`config.mk`:
```
export PLATFORM = sky130hd
export DESIGN_NAME = page_table_8b
export DESIGN_NICKNAME = d
export VERILOG_FILES = /design/src/rtl/page_table_8b.sv
export SDC_FILE = /design/constraint.sdc
export NUM_CORES = 1
export LEC_CHECK = 0
export ABC_CLOCK_PERIOD_IN_PS = 2500
export CAP_MARGIN = 20
export CORE_ASPECT_RATIO = 1.4
export CORE_MARGIN = 2
export CORE_UTILIZATION = 57
export DETAILED_ROUTE_END_ITERATION = 6
export GPL_TIMING_DRIVEN = 0
export HOLD_SLACK_MARGIN = 0.06
export PLACE_DENSITY = 0.79
export SLEW_MARGIN = 0
export SYNTH_ARGS = -nofsm -noshare
export SYNTH_HDL_FRONTEND = slang
export SYNTH_SLANG_ARGS = --single-unit
```
`constraint.sdc`:
```
create_clock -name clk -period 2.5 [get_ports clk]
set_clock_uncertainty 0.05 [all_clocks]
set_input_delay 0.375 -clock clk [delete_from_list [all_inputs] [get_ports clk]]
set_output_delay 0.375 -clock clk [all_outputs]
set_load 0.01 [all_outputs]
```
`src/rtl/page_table_8b.sv`:
```
// Sixteen-entry, six-bit page table behind a TLB: one-cycle inserts and fixed-latency
// lookups into the upper or lower half selected by LOOKUP_HALF.
module page_table_8b #(
   parameter int WALK_LATENCY = 4,
   parameter bit LOOKUP_HALF  = 1'b1
) (
   input  logic       clk,
   input  logic       rst,
   input  logic       LOOKUP_RQST,
   input  logic [2:0] LOOKUP_ADDR,
   output logic       LOOKUP_COMPLETE,
   output logic [5:0] LOOKUP_RETURN,
   input  logic       PT_INSERT_RQST,
   input  logic [3:0] PT_INSERT_INDX,
   input  logic [5:0] PT_INSERT_ENTRY
);

   localparam logic [3:0] CNT_INIT = 4'(WALK_LATENCY - 1);

   typedef enum logic {
      IDLE,
      WALK
   } state_t;

   state_t     state;
   logic [3:0] walk_cnt;
   logic [2:0] walk_addr;
   logic [5:0] entry_mem [16];
   logic [3:0] walk_indx;
   logic       insert_hit;

   assign walk_indx  = {LOOKUP_HALF, walk_addr};
   assign insert_hit = PT_INSERT_RQST && (PT_INSERT_INDX == walk_indx);

   // A write landing on the walked entry at the completing edge wins over the stored copy.
   function automatic logic [5:0] read_fwd(input logic       hit,
                                           input logic [5:0] ins_val,
                                           input logic [5:0] mem_val);
      return hit ? ins_val : mem_val;
   endfunction

   always_ff @(posedge clk) begin
      if (rst) begin
         state           <= IDLE;
         walk_cnt        <= '0;
         walk_addr       <= '0;
         LOOKUP_COMPLETE <= 1'b0;
         LOOKUP_RETURN   <= '0;
         for (int i = 0; i < 16; i++) begin
            entry_mem[i] <= '0;
         end
      end else begin
         if (PT_INSERT_RQST) begin
            entry_mem[PT_INSERT_INDX] <= PT_INSERT_ENTRY;
         end
         LOOKUP_COMPLETE <= 1'b0;
         case (state)
            IDLE: begin
               // A latency of 1 lands in WALK with a zero count, completing on the next edge.
               if (LOOKUP_RQST) begin
                  walk_addr <= LOOKUP_ADDR;
                  walk_cnt  <= CNT_INIT;
                  state     <= WALK;
               end
            end
            WALK: begin
               if (walk_cnt != 4'd0) begin
                  walk_cnt <= walk_cnt - 4'd1;
               end else begin
                  LOOKUP_RETURN   <= read_fwd(insert_hit, PT_INSERT_ENTRY,
                                              entry_mem[walk_indx]);
                  LOOKUP_COMPLETE <= 1'b1;
                  state           <= IDLE;
               end
            end
            default: state <= IDLE;
         endcase
      end
   end

endmodule

```
# Word level (Yosys, flattened, before mapping)
# Memories as Yosys holds them, arrays and structs flattened. A register that Yosys moved wholly into a read port is not among the register bits.
# Index checks and enable logic that the tools add are counted.
# op_classes
reduce_logical	6
n_addsub	1
eq_ne	2
n_bitwise	2
mux	15
# op_table
operator	n
two-way mux 4 bit	3
two-way mux 1 bit	9
one-hot mux 4 bit (2 select lines)	1
two-way mux 6 bit	1
AND reduction 2 bit	3
OR reduction 6 bit	1
nonzero test 4 bit	1
subtractor 4 x 1 -> 4 bit, second input constant	1
!= test 2 x 1 -> 1 bit, second input constant	1
!= test 2 bit, second input constant	1
NOT 1 bit	2
one-hot mux 1 bit (2 select lines)	1
OR reduction 2 bit	1
# word_totals
memories	1
register_bits	9
out_inout_bits	7
in_bits	17
word_cells	31
ramBits	96
# memory_table
name	words	word_bits	read_ports	rd_ports_with_merged_regs	wr	line_no	rtl
entry_mem	16	6	1	1	16	28	logic [5:0] entry_mem [16];

# Depth between registers and ports, before layout
# logic_depth
ltp_word	5
depth_mapped	7
mapped_depth_nobuf	6

# Least setup slack after synthesis
# Ideal clock, no wire load.
# synth_path
path_type	register -> register
start	reg walk_cnt[0]
end	reg LOOKUP_RETURN[0] (read register of entry_mem)
arrival_ns	1.695
period_less_slack_ns	1.805
slack_ns	0.695
n_path_buf	1
required_ns	2.390
setup_time_ns	0.060
stages_incl_launch_ff	8
cell_sequence	dfxtp_1 -> inv_1 -> ha_1 -> or3b_1 -> or3b_1 -> buf_6 -> nor3_1 -> a221o_1
# synth_via
elab_chain_len	3
# synth_lines
item	line_no	rtl
start, declared	26	logic [3:0] walk_cnt;
start signal, assigned	68	walk_cnt <= walk_cnt - 4'd1;
nonzero test 4 bit	67	if (walk_cnt != 4'd0) begin
NOT 1 bit (no line)	-	
AND reduction 2 bit (no line)	-	
end, declared	12	output logic [5:0] LOOKUP_RETURN,
# Every way passes these cells.
# A chain may end at the register's enable or synchronous reset.

==> summary.md <==
| Metric | Value |
|---|---|
| Total number of vias | `1741` |
| Syn avg cell area | `13.9 um2` |
| WS Path Type | `input port to flip-flop` |
| # Max-Cap Violations | `0` |
| Pins Over Slew Limit | `0` |
| Clk Latency, worst-skew pair | `0.33 ns` |
| Setup bufs post-CTS | `0` |
| Core area | `4880 um2` |
| Grt ovf | `0` |
| Crit path required time | `2.49 ns` |
| Fmax | `486 MHz` |
| WL final | `5500 um` |
| CP cell instances | `clkdlybuf4s50_1 -> clkbuf_2 -> nand4b_1 -> nor3_1 -> or2_2` |
| Final setup TNS | `0 ns` |
| Share of post-route cells with drive strength above 1 | `0.174` |
| Core Rows | `30` |
| Worst Hold Class | `flip-flop to flip-flop` |
| Layout Cells excl Fill | `311` |
| Crit start category | `input port` |
| FILL cells | `379` |
| WL/cell | `17.7 um` |
| Most used flip-flop cell after synthesis | `edfxtp_1` |
| Mapped Area | `2900 um2` |
| Ys Warns | `0` |
| CTS Hold Bufs | `0` |
| Final min period | `2.06 ns` |
| Fin. Hold Viols | `0` |
| Worst-case reg-to-reg path depth | `7` |
| R2R Path Start | `walk_cnt[0]` |
| Number of global-route vias before repair | `1764` |
| Mapped Cells | `208` |
| Critical Path AT | `2.05 ns` |
| Post-detail-place hpwl | `4050 um` |
| # DRC | `0` |
| Final core utilization | `0.699` |
| Synth-to-layout area growth | `17.7%` |
| Synthesized net count | `227` |
| Port Buffers | `23` |
| Worst-path maximum fanout | `10` |
| Post-CTS Resized | `0` |
| Placed cells | `295` |
| Clk sink count | `63` |
| Outcome | `complete, no violations` |
| Synth top area cells | `edfxtp_1 50%, and2_1 10%, dfxtp_1 10%` |
| Register area share after synthesis | `0.601` |
| Total GRT Usage | `0.225` |
| Worst Hold End | `LOOKUP_RETURN[4]` |
| Reg-to-reg endpoint | `LOOKUP_RETURN[1]` |
| # diodes | `0` |
| Fin worst setup slack | `0.441 ns` |
| Dpl ws | `0.0592 ns` |
| Post-synth EDFFs | `48` |
| Largest net degree at the start of global routing | `11` |
| Final period util | `0.824` |
| CP Capture Type | `flip-flop` |
| Leak pwr | `1.20 nW` |
| RSZ-0062 raised after global routing | `false` |
| Crit path largest cell delay | `0.44 ns` |
| Root Driver | `clkbuf_8` |
| Final GP Congestion | `0.731` |
| Post-synthesis cell type count | `32` |
| Pwr/cell area | `695 nW/um2` |
| Dominant cell type by area after synthesis | `edfxtp_1` |
| Min-delay src | `LOOKUP_RETURN[4]` |
| Max Root-Sink Buffers | `2` |
| 1st-iter DRT viols | `84` |
| Yosys reg bits | `63` |
| # setup viols final | `0` |
| Peak supply drop | `0.458 mV` |
| Crit-path leading delay family | `simple AND/OR/NAND/NOR gates` |
| Top cell type's share of synthesized area | `0.497` |
| Clk slew on worst S/H paths | `0.07 ns` |
| First-pass GRT wire length | `9070 um` |
| Tightest Pin Transition | `0.718 ns` |
| Starting density of the core | `0.594` |
| Die H | `88.4 um` |
| H-tree lvl count | `3` |
| Post-synth ARST share | `0` |
| Final Net Count | `261` |
| Buf/Inv on CP | `2` |
| Reg2reg setup slack | `0.48 ns` |
| Antenna violations before repair | `0` |
| Pre-Repair DR Iteration Count | `4` |
| Hold path cells | `1` |
| Critical path's slowest cell | `nor3_1` |
| Die area | `5680 um2` |
| Ports | `24` |
| CTS tree | `built` |
| Routed Antenna Nets | `0` |
| Slew margin rel. | `0.517` |
| Overall power | `2.37 mW` |
| Die Wd | `64.3 um` |
| DR vias/cell | `5.60` |
| Cts bufs inserted | `9` |
[synth_stat cells (4+ instances only)]
cell type / number
a21oi_1: 4
xor2_1: 4
or2_2: 8
mux2i_1: 6
a221o_1: 6
nor2_1: 7
and2_1: 48
nand2_1: 7
edfxtp_1: 48
dfxtp_1: 15
mux4_2: 12
nor3_1: 13
[worst max path at each step]
stage / startpoint / to / slack, ns / depth (start not counted)
final: rst / entry_mem[12][4] / 0.44 / 5
after global routing: rst / entry_mem[12][2] / 0.20 / 5
after detailed placement: rst / entry_mem[8][3] / 0.06 / 4
after CTS: rst / entry_mem[8][1] / 0.41 / 4
after global placement: rst / entry_mem[8][4] / 0.08 / 4
after floorplan: walk_cnt[0] / LOOKUP_RETURN[0] / 0.70 / 7
[metal layers]
| layer | share of wire | vias up | global-route usage |
|---|---|---|---|
| met5 | 0 | - | 0 |
| met4 | 0.016 | 0 | 0.0948 |
| met3 | 0.059 | 10 | 0.0547 |
| met2 | 0.52 | 69 | 0.384 |
| met1 | 0.40 | 823 | 0.274 |
| li1 | - | 839 | - |
[sequential cells by signal (all words and copies together) (netlist names)]
signal	cells
LOOKUP_COMPLETE	1
LOOKUP_RETURN	6
entry_mem	48
state	1
walk_addr	3
walk_cnt	4
[worst register-to-register path, cell delays in order (launching register included)]
cell     delay, ns
dfxtp_1       0.34
inv_1         0.09
ha_1          0.19
or3b_1        0.39
or3b_1        0.38
buf_6         0.15
nor3_1        0.24
a221o_1       0.14
[cell families after synthesis]
logic type / Yosys count / share of synthesized area
AOI/OAI and AO/OA: 13 / 0.0345
xor gates and xnor gates: 4 / 0.0121
adders and majority gates: 2 / 0.00863
buffers and inverters: 10 / 0.0220
DFF: 63 / 0.601
muxes: 19 / 0.118
and+or+nand+nor: 97 / 0.204
[cell usage in the layout, fill, tap and decap left out, drive strengths merged, types with 4 or more instances in the layout]
master / synthesis / routed
a21oi: 4 / 4
a221o: 6 / 6
and2: 49 / 49
buf: 5 / 5
clkbuf: 2 / 13
clkdlybuf4s50: 0 / 23
dfxtp: 15 / 15
edfxtp: 48 / 48
mux2i: 6 / 6
mux4: 12 / 12
nand2: 7 / 7
nor2: 7 / 7
nor3: 13 / 13
or2: 8 / 8
xor2: 4 / 4
[through the flow]
stage	hold slack, ns	cell area, um2
2_1_floorplan	0.407	2900
3_3_place_gp	0.425	3210
3_5_place_dp	0.432	3210
4_1_cts	0.448	3410
5_1_grt	0.477	3410
6_report	0.441	3410
[area by class of cell]
cell class / instances / area [um2] / share of cell area
Clock buffer: 11 / 131 / 0.0385
Clock inverter: 5 / 72.6 / 0.0213
Buffer: 7 / 52.6 / 0.0154
Inverter: 3 / 11.3 / 0.00330
Sequential cell: 63 / 1740 / 0.510
Timing Repair Buffer: 23 / 230 / 0.0675
Multi-Input combinational cell: 135 / 1090 / 0.320
Tap cell: 64 / 80.1 / 0.0235
[power by group]
part,switching (mW),total (mW),internal (mW)
clock network,0.367,0.920,0.554
logic,0.117,0.236,0.119
registers,0.0271,1.21,1.19
(Power assumes the default switching activity.)
